==> config.mk <==
export PLATFORM = sky130hd
export DESIGN_NAME = irq_priority_controller
export DESIGN_NICKNAME = d
export VERILOG_FILES = /design/src/rtl/irq_priority_controller.sv
export SDC_FILE = /design/constraint.sdc
export NUM_CORES = 1
export LEC_CHECK = 0
export CAP_MARGIN = 10
export CORE_UTILIZATION = 53
export CTS_BUF_LIST = sky130_fd_sc_hd__clkbuf_8
export DETAILED_ROUTE_END_ITERATION = 8
export PLACE_DENSITY = 0.91
export SETUP_SLACK_MARGIN = 0.02
export SLEW_MARGIN = 20
export SYNTH_ARGS = -nofsm -noshare
export SYNTH_HDL_FRONTEND = slang
export SYNTH_SLANG_ARGS = --single-unit
export TNS_END_PERCENT = 5
==> constraint.sdc <==
create_clock -name clk -period 4.48 [get_ports clk]
set_input_delay 0.672 -clock clk [delete_from_list [all_inputs] [get_ports clk]]
set_output_delay 0.672 -clock clk [all_outputs]
set_load 0.005 [all_outputs]
==> src/rtl/irq_priority_controller.sv <==
// Sequenced interrupt controller: sticky pending capture, mask, 8:3 priority pick,
// ack/eoi handshake with optional ack timeout. Define IRQ_EDGE_EN for rising-edge capture.
module irq_priority_controller #(
    parameter int NREQ   = 8,
    parameter int ACK_TO = 16
) (
    input  logic            clk,
    input  logic            rst,
    input  logic [NREQ-1:0] req,
    input  logic            mask_wr,
    input  logic [NREQ-1:0] mask_in,
    input  logic            ack,
    input  logic            eoi,
    output logic            irq,
    output logic [2:0]      irq_id,
    output logic            busy,
    output logic [NREQ-1:0] pending,
    output logic            timeout_err
);
    localparam int TW = (ACK_TO > 0) ? $clog2(ACK_TO + 1) : 1;

    localparam logic [1:0] IDLE    = 2'd0;
    localparam logic [1:0] PEND    = 2'd1;
    localparam logic [1:0] SERVICE = 2'd2;

    logic [1:0]      state;
    logic [NREQ-1:0] mask;
    logic [TW-1:0]   timer;
    logic [NREQ-1:0] set_vec;
    logic [NREQ-1:0] eligible;
    logic [NREQ-1:0] ack_clr;
    logic [2:0]      select;

`ifdef IRQ_EDGE_EN
    logic [NREQ-1:0] req_q;
    logic [NREQ-1:0] req_qq;

    always_ff @(posedge clk) begin
        if (rst) begin
            req_q  <= '0;
            req_qq <= '0;
        end else begin
            req_q  <= req;
            req_qq <= req_q;
        end
    end

    assign set_vec = req_q & ~req_qq;
`else
    assign set_vec = req;
`endif

    assign eligible = pending & ~mask;

    // Ascending scan so the highest set index is the last one written.
    always_comb begin
        select = 3'd0;
        for (int i = 0; i < NREQ; i++) begin
            if (eligible[i]) select = 3'(i);
        end
    end

    assign ack_clr = (state == PEND && ack) ? (NREQ'(1) << irq_id) : '0;

    always_ff @(posedge clk) begin
        if (rst) begin
            state       <= IDLE;
            mask        <= '0;
            pending     <= '0;
            timer       <= '0;
            irq         <= 1'b0;
            irq_id      <= 3'd0;
            busy        <= 1'b0;
            timeout_err <= 1'b0;
        end else begin
            // Set is OR'd after the clear, so a same-cycle request wins over ack.
            pending     <= (pending & ~ack_clr) | set_vec;
            timeout_err <= 1'b0;
            if (mask_wr) mask <= mask_in;
            case (state)
                IDLE: begin
                    if (|eligible) begin
                        state  <= PEND;
                        irq_id <= select;
                        irq    <= 1'b1;
                        timer  <= '0;
                    end
                end
                PEND: begin
                    if (ack) begin
                        irq   <= 1'b0;
                        busy  <= 1'b1;
                        timer <= '0;
                        state <= SERVICE;
                    end else if (ACK_TO != 0 && timer == TW'(ACK_TO - 1)) begin
                        irq         <= 1'b0;
                        timeout_err <= 1'b1;
                        timer       <= '0;
                        state       <= IDLE;
                    end else begin
                        timer <= timer + 1'b1;
                    end
                end
                SERVICE: begin
                    if (eoi) begin
                        busy  <= 1'b0;
                        state <= IDLE;
                    end
                end
                default: state <= IDLE;
            endcase
        end
    end
endmodule

Word level (Yosys, flattened, before mapping)

Cells that the tools add are included.

Bits in registers: 29
Bits of input ports: 21

Add/sub/neg operators: 1
Eq/ne operators: 7
Shifts and indexed selects: 1
Multiplexer cells: 25
Bitwise logic cells: 6
Reductions and logical operators: 11

Operators with widths:

| kind                                                  | count |
|---|---|
| AND 8 bit                                             | 2 |
| NOT 8 bit                                             | 2 |
| two-way mux 3 bit                                     | 5 |
| two-way mux 5 bit                                     | 3 |
| two-way mux 2 bit                                     | 5 |
| case mux 5 bit (2 select lines)                       | 1 |
| AND reduction 3 bit                                   | 3 |
| two-way mux 8 bit                                     | 1 |
| bitwise OR 8 bit                                      | 1 |
| OR reduction 8 bit                                    | 1 |
| << shifter 1 x 3 -> 8 bit, first input constant       | 1 |
| two-way mux 1 bit                                     | 7 |
| inequality test 2 bit, second input constant          | 3 |
| case mux 2 bit (3 select lines)                       | 1 |
| adder 5 x 1 -> 5 bit, second input constant           | 1 |
| equality test 5 x 4 -> 1 bit, second input constant   | 1 |
| case mux 1 bit (2 select lines)                       | 2 |
| AND reduction 2 bit                                   | 2 |
| nonzero test 2 bit                                    | 2 |
| inequality test 3 x 2 -> 1 bit, second input constant | 1 |
| OR reduction 3 bit                                    | 1 |
| equality test 2 x 1 -> 1 bit, second input constant   | 1 |
| equality test 2 bit, second input constant            | 1 |
| zero test 2 bit                                       | 1 |
| 2 further kinds                                       | 2 |

Logic depth before layout (Yosys ltp)

Gate-level depths: netlist (run 1).

Word-level depth: 9
Depth in mapped cells: 5
Gate-level depth less buffers: 5

Worst setup path before layout (run 1)

Ideal clock, no wire load.

Path kind: in2reg
Start: input port ack
End: register timer[3]
Arrival time: 1.600 ns
Setup slack: 2.785 ns
Stages: 3
Buffers on the path: 0
Cells stage by stage: or3b_1 > or2_2 > a221oi_1

Word-level cells in the longest chain between the ends: 2

RTL lines:

| what                            | RTL line | text |
|---|---|---|
| from (decl)                     | 12       | `input logic ack,` |
| two-way mux 5 bit               | 90       | `if (ack) begin` |
| case mux 5 bit (2 select lines) | 80       | `case (state)` |
| to (signal assigned)            | 101      | `timer <= timer + 1'b1;` |
| to (decl)                       | 28       | `logic [TW-1:0] timer;` |

Every way passes these cells.
A chain may end at the register's enable or synchronous reset.

==> results of run 1 <==
-- cells in the final DEF (no fill, tap or decap), types with 4 or more instances in the layout --
cell type | Yosys | final
nand3_1 | 4 | 4
nand2b_1 | 8 | 8
clkbuf_8 | 0 | 5
nor2b_1 | 4 | 4
inv_1 | 11 | 14
o21ai_0 | 13 | 13
a21oi_1 | 16 | 16
nand2_1 | 5 | 5
dfxtp_1 | 29 | 29
mux2i_1 | 8 | 8
a31oi_1 | 5 | 5
clkdlybuf4s50_1 | 0 | 34
nor2_1 | 9 | 9
-- worst reg2reg max path, cell delays in order, from the launching register on --
cell and delay [ps]:
dfxtp_1 520, or3b_1 450, or2_2 330, a221oi_1 330
-- per-layer routing --
metal / wire length [um] / up-vias / GRT usage (%)
li1: - / 597 / -
met1: 1270 / 586 / 27.9
met2: 1680 / 53 / 45.9
met3: 169 / 11 / 6.73
met4: 78 / 0 / 17.1
met5: 0 / - / 0
-- final cells by class --
class,count,area [um2],share of cell area [%]
Clock buffer,5,68.8,3.95
Clock inverter,3,11.3,0.646
Inverter,11,41.3,2.37
Multi-Input combinational cell,102,666,38.2
Sequential cell,29,581,33.3
Tap cell,28,35.0,2.01
Timing Repair Buffer,34,340,19.5
-- registers in the layout, summed over array words and instances, names as in the netlist --
register and cells:
mask 8, pending 8, timer 5, irq_id 3, state 2, busy 1
irq 1, timeout_err 1
-- cells by family after synthesis --
logic type                 count (synthesis)  share of synthesized area (%)
DFF                                       29                           43.7
and+or+nand+nor                           47                           21.5
adders and majority gates                  1                          0.941
muxes                                      9                           7.16
AOI/OAI and AO/OA                         45                           20.5
buffers and inverters                     19                           6.21
-- per-stage QoR --
stage                     instances  hold WS, ps  setup slack (ps)  total power, mW  area [um2]
after floorplan                 150          407              2780            0.363        1330
after global placement          204          416              1890            0.412        1660
after detailed placement        204          440              1850            0.416        1660
after CTS                       212          448              2130            0.613        1740
after global routing            212          461              1980            0.639        1740
final                           212          450              2120            0.609        1740
-- power by group --
group / total (mW) / switching [mW] / internal [mW]
clock: 0.196 / 0.0927 / 0.103
combinational: 0.112 / 0.0459 / 0.0660
sequential: 0.301 / 0.0238 / 0.278
-- worst paths after layout --
path	depth (start not counted)	end	slack (ps)
min reg2reg	2	timer[4]	450
max	5	irq_id[0]	2120
max reg2reg	3	timer[3]	2730
min	2	timer[4]	450
==> results by group, run 1 <==
Outcome
  • Status: finished, final reports clean

Synthesis
  • Seq/Total Area, Yosys: 43.7%
  • Flops & latches, synth: 29
  • Post-synth top cells: 29 x dfxtp_1, 16 x a21oi_1, 13 x o21ai_0, 11 x inv_1, 9 x nor2_1
  • Post-synth EDFFs: 0
  • Top FF cell, synth: dfxtp_1
  • Mapped Nets: 172
  • Synth cell types: 40
  • Synthesized area: 0.00133 mm2
  • Leading area contributor after synthesis: dfxtp_1
  • Syn avg cell area: 8.86 um2
  • Synth async-reset ratio: 0%
  • Cells after synthesis: 150
  • Synth Warn #: 0
  • Synth top area share: 43.7%
  • Most instantiated library cell after synthesis: dfxtp_1
  • Synth area leaders: dfxtp_1 44%, a21oi_1 6.0%, mux2i_1 6.0%

Setup path
  • RR Startpoint: state[0]
  • CP max-delay cell: clkdlybuf4s50_1
  • Critical path class: input port to register
  • Crit path max-delay family: buffers and inverters
  • CP Cell Sequence: clkdlybuf4s50_1 -> inv_1 -> o211a_1 -> a41oi_1 -> o21ai_0
  • CP startpoint kind: input port
  • Crit-path max cell delay: 1130 ps
  • Worst EP arrival: 2520 ps
  • Crit end category: register
  • CP Data Required Time: 4640 ps
  • CP startpoint: rst
  • Crit path buffers/inverters: 2
  • CP Max Fanout: 28

Routing
  • TritonRoute pass-1 iters: 4
  • Vias after detailed routing: 1247
  • Routed wire length: 3190 um
  • Routed Antenna Nets: 0
  • Remaining DRCs: 0
  • Vias per cell: 5.88
  • Routed len/inst: 15.0 um
  • DRT iter0 DRCs: 44

Placement
  • Final GP Congestion: 0.825
  • Port buffer count: 34
  • Detailed Place HPWL: 2250 um

Clocking
  • Clock buffer depth: 2
  • Clock Root Buffer: clkbuf_8
  • Number of clock sinks: 29
  • H-tree levels: 2
  • CTS Hold Buffers Added: 0
  • CTS tree: done
  • Post_cts resized: 0
  • Cts bufs inserted: 5
  • Clk_lat worst skew: 280 ps
  • CTS clk-pin slew, worst paths: 60 ps
  • Buffer count from post-CTS setup fixing: 0

Power
  • VDD IR-drop max: 0.298 mV
  • PwrDens: 349 mW/mm2
  • P_leak: 0.697 nW

Layout
  • Nets: 205
  • Fill cell count: 178
  • Final core area utilization: 75.9%
  • Antenna diodes: 0
  • Share of layout cells above drive strength 1: 5.98%
  • Layout area overhead: 31.2%

Global route
  • Total gr overflow: 0
  • First-pass GRT wire length: 4920 um
  • Initial antenna violation count: 0
  • Total track usage: 26.4%
  • Pin count of the biggest net entering global routing: 29
  • Vias in the first global route: 1109

Floorplanning
  • Rows: 17
  • Initial Utilization: 57.8%
  • CORE AREA: 0.00230 mm2
  • Die W: 52.1 um
  • Die area: 0.00271 mm2
  • Boundary pin count: 35
  • Die Y-Extent: 52.1 um

STA
  • Final Max Tran Viols: 0
  • Final Critical Period: 2360 ps
  • Rel. slew slack: 33.7%
  • Maximum clock rate: 423 MHz
  • Final Cycle Share: 52.8%
  • Worst Skew: 2.39 ps
  • Slew @ Worst Pin: 992 ps
  • Setup violations, final: 0
  • Unrepaired setup endpoints after global routing: no
  • Final Hold Fails: 0
  • Setup TNS: 0 ps

Min path
  • HP Start: timer[4]
  • Hold Crit Class: register to register

Job
  • Max-cap violations: 0
Note: power is estimated with default switching activity, not from simulation.
==> inputs of run 2 (changes only) <==
Settings changed: CORE_ASPECT_RATIO set to 2, CORE_UTILIZATION 53 to 50, PLACE_DENSITY 0.91 to 0.87.
Clock period 4.48 ns to 2.35 ns, I/O delays scaled along.
==> run 2 against run 1 <==
  * Flip-flop and latch count unchanged
  * Clock skew up 1.3 ps
  * Hold slack worse by 6.2 ps
  * First-iteration DRC count up 43%
  * Routed wire length up 2.4%
  * Final area up 0.79%
  * Critical path depth unchanged
  * Final cell count unchanged
  * Via count up 1.6%
  * Sequential power up 90%
  * Die area up 6.2%
  * Combinational power up 93%
==> results by group, run 2 (synthesized netlist as in run 1, its figures left out) <==
Power
  • Power Total: 1.19 mW (+96%)
  • PwrDens: 679 mW/mm2 (+94%)
  • P_leak: 0.698 nW (+0.19%)
  • Clock share of power: 33.9% (+1.8 points)
  • VDD IR-drop max: 0.523 mV (+75%)
  • Comb pwr share: 18.1% (-0.3 points)
  • Power Internal: 0.883 mW (+98%)
  • Sequential share of power: 48.0% (-1.5 points)
  • Switching Fraction: 25.9% (-0.74 points)
  • Sw Pwr: 0.309 mW (+90%)

Global route
  • First-pass GRT wire length: 5250 um (+6.7%)
  • Vias in the first global route: 1208 (+8.9%)
  • Initial antenna violation count: 0 (unchanged)
  • Total gr overflow: 0 (unchanged)
  • Pin count of the biggest net entering global routing: 22 (-24%)
  • Total track usage: 26.2% (-0.29 points)

STA
  • Final Critical Period: 1780 ps
  • Slew @ Worst Pin: 697 ps (-295 ps)
  • Maximum clock rate: 562 MHz
  • Final Hold Fails: 0 (unchanged)
  • Final Cycle Share: 75.7%
  • Setup TNS: 0 ps (unchanged)
  • Final Max Tran Viols: 0 (unchanged)
  • Rel. slew slack: 53.4% (+20 points)
  • Worst Skew: 3.73 ps (+1.34 ps)
  • Setup violations, final: 0 (unchanged)
  • Unrepaired setup endpoints after global routing: no
  • Hold Worst Slack: 444 ps (-6.19 ps)

Layout
  • Multi-input gate area: 666 um2 (unchanged)
  • Nets: 206 (+0.49%)
  • Layout area overhead: 32.2%
  • Share of layout cells above drive strength 1: 7.07% (+1.1 points)
  • Final Non-Filler Cells: 212 (unchanged)
  • Antenna diodes: 0 (unchanged)
  • Reg area: 581 um2 (unchanged)
  • Biggest regs: mask (8), pending (8), timer (5)
  • Fill cell count: 184 (+3.4%)
  • Commonest non-fill, non-tap cell in the layout: clkdlybuf4s50_1
  • Most frequent cells in the layout: 34 x clkdlybuf4s50_1, 29 x dfxtp_1, 16 x a21oi_1

Setup path
  • Worst EP arrival: 2010 ps (-510 ps)
  • CP Cell Sequence: clkdlybuf4s50_1 -> nor3b_1 -> nand2_1 -> a31oi_1 -> o21a_1
  • CP Data Required Time: 2580 ps (-2060 ps)
  • CP Max Fanout: 6 (-79%)
  • CP max-delay cell: nor3b_1
  • CP startpoint kind: input port
  • Crit-path max cell delay: 610 ps (-520 ps)
  • Critical path class: input port to register
  • CP startpoint: ack
  • RR Startpoint: state[0]
  • Crit end category: register

Floorplanning
  • Rows: 26 (+9)
  • Initial Utilization: 52.4% (-5.5 points)
  • Die W: 38.5 um (-26%)
  • Die area: 0.00288 mm2 (+6.2%)
  • Boundary pin count: 35 (unchanged)
  • Die Y-Extent: 74.9 um (+44%)
  • CORE AREA: 0.00254 mm2 (+10%)

Clocking
  • Post_cts resized: 0 (unchanged)
  • CTS clk-pin slew, worst paths: 60 ps (about the same)
  • Number of clock sinks: 29 (unchanged)
  • Clk_lat worst skew: 280 ps (about the same)
  • CTS tree: done
  • Clock buffer depth: 2 (unchanged)
  • Buffer count from post-CTS setup fixing: 0 (unchanged)
  • CTS Hold Buffers Added: 0 (unchanged)
  • Clock Root Buffer: clkbuf_8
  • H-tree levels: 2 (unchanged)
  • Cts bufs inserted: 5 (unchanged)

Min path
  • Hold Crit Class: register to register
  • HP Start: timer[4]

Placement
  • Port buffer count: 34 (unchanged)
  • Placed instance count: 205 (+0.49%)
  • Final GP Congestion: 0.789 (-4.4%)
  • Detailed Place HPWL: 2370 um (+5.2%)

Routing
  • Vias after detailed routing: 1267 (+1.6%)
  • TritonRoute pass-1 iters: 4 (unchanged)
  • Routed Antenna Nets: 0 (unchanged)
  • Routed len/inst: 15.4 um (+2.4%)
  • DRT iter0 DRCs: 63 (+43%)
  • Remaining DRCs: 0 (unchanged)
  • Routed wire length: 3260 um (+2.4%)
  • Vias per cell: 5.98 (+1.6%)

Outcome
  • Status: finished, final reports clean

Job
  • Max-cap violations: 0 (unchanged)
## run 2: final timing paths
path	to	slack, ps	depth (start not counted)
max	irq	570	5
min	timer[4]	440	2
max reg2reg	irq	570	4
min reg2reg	timer[4]	440	2
## run 2: power by group through the flow
stage                     clock network [mW]  registers, mW  logic (mW)
after floorplan                            0          0.568       0.124
after global placement                     0          0.580       0.206
after detailed placement                   0          0.581       0.213
after CTS                              0.408          0.571       0.215
after global routing                   0.436          0.579       0.235
final                                  0.404          0.572       0.216
## run 2: final cells by class
type	count	area share [%]
Timing Repair Buffer	35	19.8
Clock inverter	1	0.214
Multi-Input combinational cell	102	37.9
Tap cell	28	1.99
Inverter	11	2.35
Sequential cell	29	33.0
Clock buffer	6	4.70
## run 2: per-stage QoR
stage / area (um2) / setup WS [ps] / utilization [%]
floorplan: 1330 / 812 / -
global placement: 1670 / 459 / 65.8
detailed placement: 1670 / 342 / 65.8
CTS: 1760 / 617 / 69.2
global route: 1760 / 423 / 69.2
finish: 1760 / 570 / 69.2
## run 2: critical path, delay by kind of cell
kind / cells / cell delay (ps)
buffers and inverters: 1 / 480
and+or+nand+nor: 2 / 810
AOI/OAI and AO/OA: 2 / 360
## run 2: layer usage
layer	track usage (%)	part of all wire, %	vias up
met3	5.90	5.4	14
met2	47.3	55	63
met1	25.3	35	590
met5	0	0	-
li1	-	-	600
met4	16.1	3.6	0
==> inputs of run 3 (changes only) <==
Clock period 2.35 ns to 1.75 ns, I/O delays scaled along.
==> run 3 against run 2 <==
  * Routed wire length is 1.7% higher
  * Sequential power rose by 34%
  * Final cell count up 4.7%
  * Via count grew 2.0%
  * Clock skew rose by 4.9 ps
  * Global-route usage up 0.19 points
  * Clock power grew 33%
  * Highest routed layer unchanged
  * Flip-flop and latch count stayed put
  * Hold slack worse by 6.0 ps
  * Register-to-register slack lost 380 ps
  * Combinational power is 47% higher
==> results by group, run 3 (synthesized netlist as in run 1, its figures left out) <==
Outcome
  • Status: finished, final reports clean

Routing
  • Routed wire length: 3320 um (+1.7%)
  • Vias after detailed routing: 1292 (+2.0%)
  • Vias per cell: 5.82 (-2.6%)
  • Routed Antenna Nets: 0 (unchanged)
  • DRT iter0 DRCs: 30 (-52%)
  • Remaining DRCs: 0 (unchanged)
  • Routed len/inst: 15.0 um (-2.8%)
  • TritonRoute pass-1 iters: 4 (unchanged)

Clocking
  • Post_cts resized: 0 (unchanged)
  • Number of clock sinks: 29 (unchanged)
  • Clock Root Buffer: clkbuf_8
  • Clk_lat worst skew: 290 ps (about the same)
  • H-tree levels: 2 (unchanged)
  • CTS clk-pin slew, worst paths: 60 ps (about the same)
  • CTS tree: done
  • Cts bufs inserted: 5 (unchanged)
  • Clock buffer depth: 2 (unchanged)
  • CTS Hold Buffers Added: 0 (unchanged)
  • Buffer count from post-CTS setup fixing: 0 (unchanged)

Power
  • VDD IR-drop max: 0.704 mV (+35%)
  • Power Internal: 1.17 mW (+33%)
  • Sw Pwr: 0.449 mW (+45%)
  • P_leak: 0.737 nW (+5.6%)
  • Comb pwr share: 19.6% (+1.5 points)
  • Sequential share of power: 47.2% (-0.8 points)
  • Clock share of power: 33.2% (-0.7 points)
  • Switching Fraction: 27.7% (+1.8 points)
  • PwrDens: 888 mW/mm2 (+31%)

Layout
  • Nets: 215 (+4.4%)
  • Commonest non-fill, non-tap cell in the layout: clkdlybuf4s50_1
  • Biggest regs: mask (8), pending (8), timer (5)
  • Most frequent cells in the layout: 34 x clkdlybuf4s50_1, 29 x dfxtp_1, 16 x a21oi_1
  • Antenna diodes: 0 (unchanged)
  • Layout area overhead: 37.3%
  • Share of layout cells above drive strength 1: 12.4% (+5.3 points)
  • Final Instance Area: 0.00182 mm2 (+3.8%)
  • Final Non-Filler Cells: 222 (+4.7%)

Global route
  • Initial antenna violation count: 0 (unchanged)
  • First-pass GRT wire length: 5240 um (-0.25%)
  • Pin count of the biggest net entering global routing: 11 (-50%)
  • Vias in the first global route: 1185 (-1.9%)
  • Total gr overflow: 0 (unchanged)
  • Total track usage: 26.3% (+0.19 points)

Placement
  • Placed cell area: 0.00174 mm2 (+4.0%)
  • Final GP Congestion: 0.801 (+1.6%)
  • Placed instance count: 214 (+4.4%)
  • Port buffer count: 34 (unchanged)
  • Detailed Place HPWL: 2470 um (+4.2%)

Setup path
  • CP Max Fanout: 8 (+2)
  • CP Cell Sequence: clkdlybuf4s50_1
  • CP startpoint kind: register
  • Crit end category: primary output
  • Crit-path max cell delay: 570 ps (-40 ps)
  • CP max-delay cell: clkdlybuf4s50_1
  • Crit path buffers/inverters: 1 (unchanged)
  • Worst EP arrival: 1330 ps (-680 ps)
  • CP Data Required Time: 1490 ps (-1090 ps)
  • Crit path max-delay family: buffers and inverters
  • Critical path class: register to primary output

STA
  • Rel. slew slack: 81.1% (+28 points)
  • Setup violations, final: 0 (unchanged)
  • Slew @ Worst Pin: 283 ps (-414 ps)
  • Worst Skew: 8.60 ps (+4.87 ps)
  • Final Max Tran Viols: 0 (unchanged)
  • Final Hold Fails: 0 (unchanged)
  • Maximum clock rate: 627 MHz
  • Unrepaired setup endpoints after global routing: no
  • Final Critical Period: 1600 ps
  • Final Cycle Share: 91.2%
  • Setup TNS: 0 ps (unchanged)

Job
  • Max-cap violations: 0 (unchanged)

Floorplanning
  • Die Y-Extent: 74.9 um (unchanged)
  • Initial Utilization: 52.4% (unchanged)
  • Die area: 0.00288 mm2 (unchanged)
  • Rows: 26 (unchanged)
  • Die W: 38.5 um (unchanged)
  • Boundary pin count: 35 (unchanged)
  • CORE AREA: 0.00254 mm2 (unchanged)

Min path
  • Hold Crit Class: register to register
==> run 3: path summary, 6_finish.rpt <==
kind | end | slack, ps | depth (start not counted) | from
max | irq_id[0] | 150 | 1 | irq_id[0]
min | timer[4] | 440 | 2 | timer[4]
max reg2reg | irq_id[1] | 190 | 4 | pending[2]
min reg2reg | timer[4] | 440 | 2 | timer[4]
==> run 3: layout make-up <==
cell class | instances | area [um2]
Clock inverter | 3 | 17.5
Timing Repair Buffer | 44 | 415
Fill cell | 195 | 713
Sequential cell | 29 | 581
Multi-Input combinational cell | 102 | 666
Clock buffer | 5 | 68.8
Tap cell | 28 | 35.0
Inverter | 11 | 41.3
==> run 3: routing by layer <==
| metal | up-vias | GRT usage, % | part of all wire (%) |
|---|---|---|---|
| met1 | 619 | 24.2 | 36 |
| met4 | 0 | 11.5 | 2.3 |
| met5 | - | 0 | 0 |
| met2 | 46 | 49.7 | 57 |
| li1 | 618 | - | - |
| met3 | 9 | 8.26 | 4.8 |
==> run 3: stage by stage <==
step | total power [mW] | hold WS (ps) | util (%) | worst slack, ps
detailed placement | 1.09 | 438 | 68.5 | -62.7
CTS | 1.63 | 446 | 71.9 | 157
global route | 1.70 | 490 | 71.9 | 120
floorplan | 0.929 | 380 | - | 212
global placement | 1.08 | 430 | 68.5 | 7.23
finish | 1.62 | 438 | 71.9 | 155
==> run 3: power groups by stage <==
stage,registers [mW],logic (mW),clock network (mW)
final,0.764,0.317,0.538
after global routing,0.769,0.347,0.581
after CTS,0.762,0.317,0.548
after detailed placement,0.776,0.314,0
after global placement,0.774,0.304,0
after floorplan,0.762,0.167,0
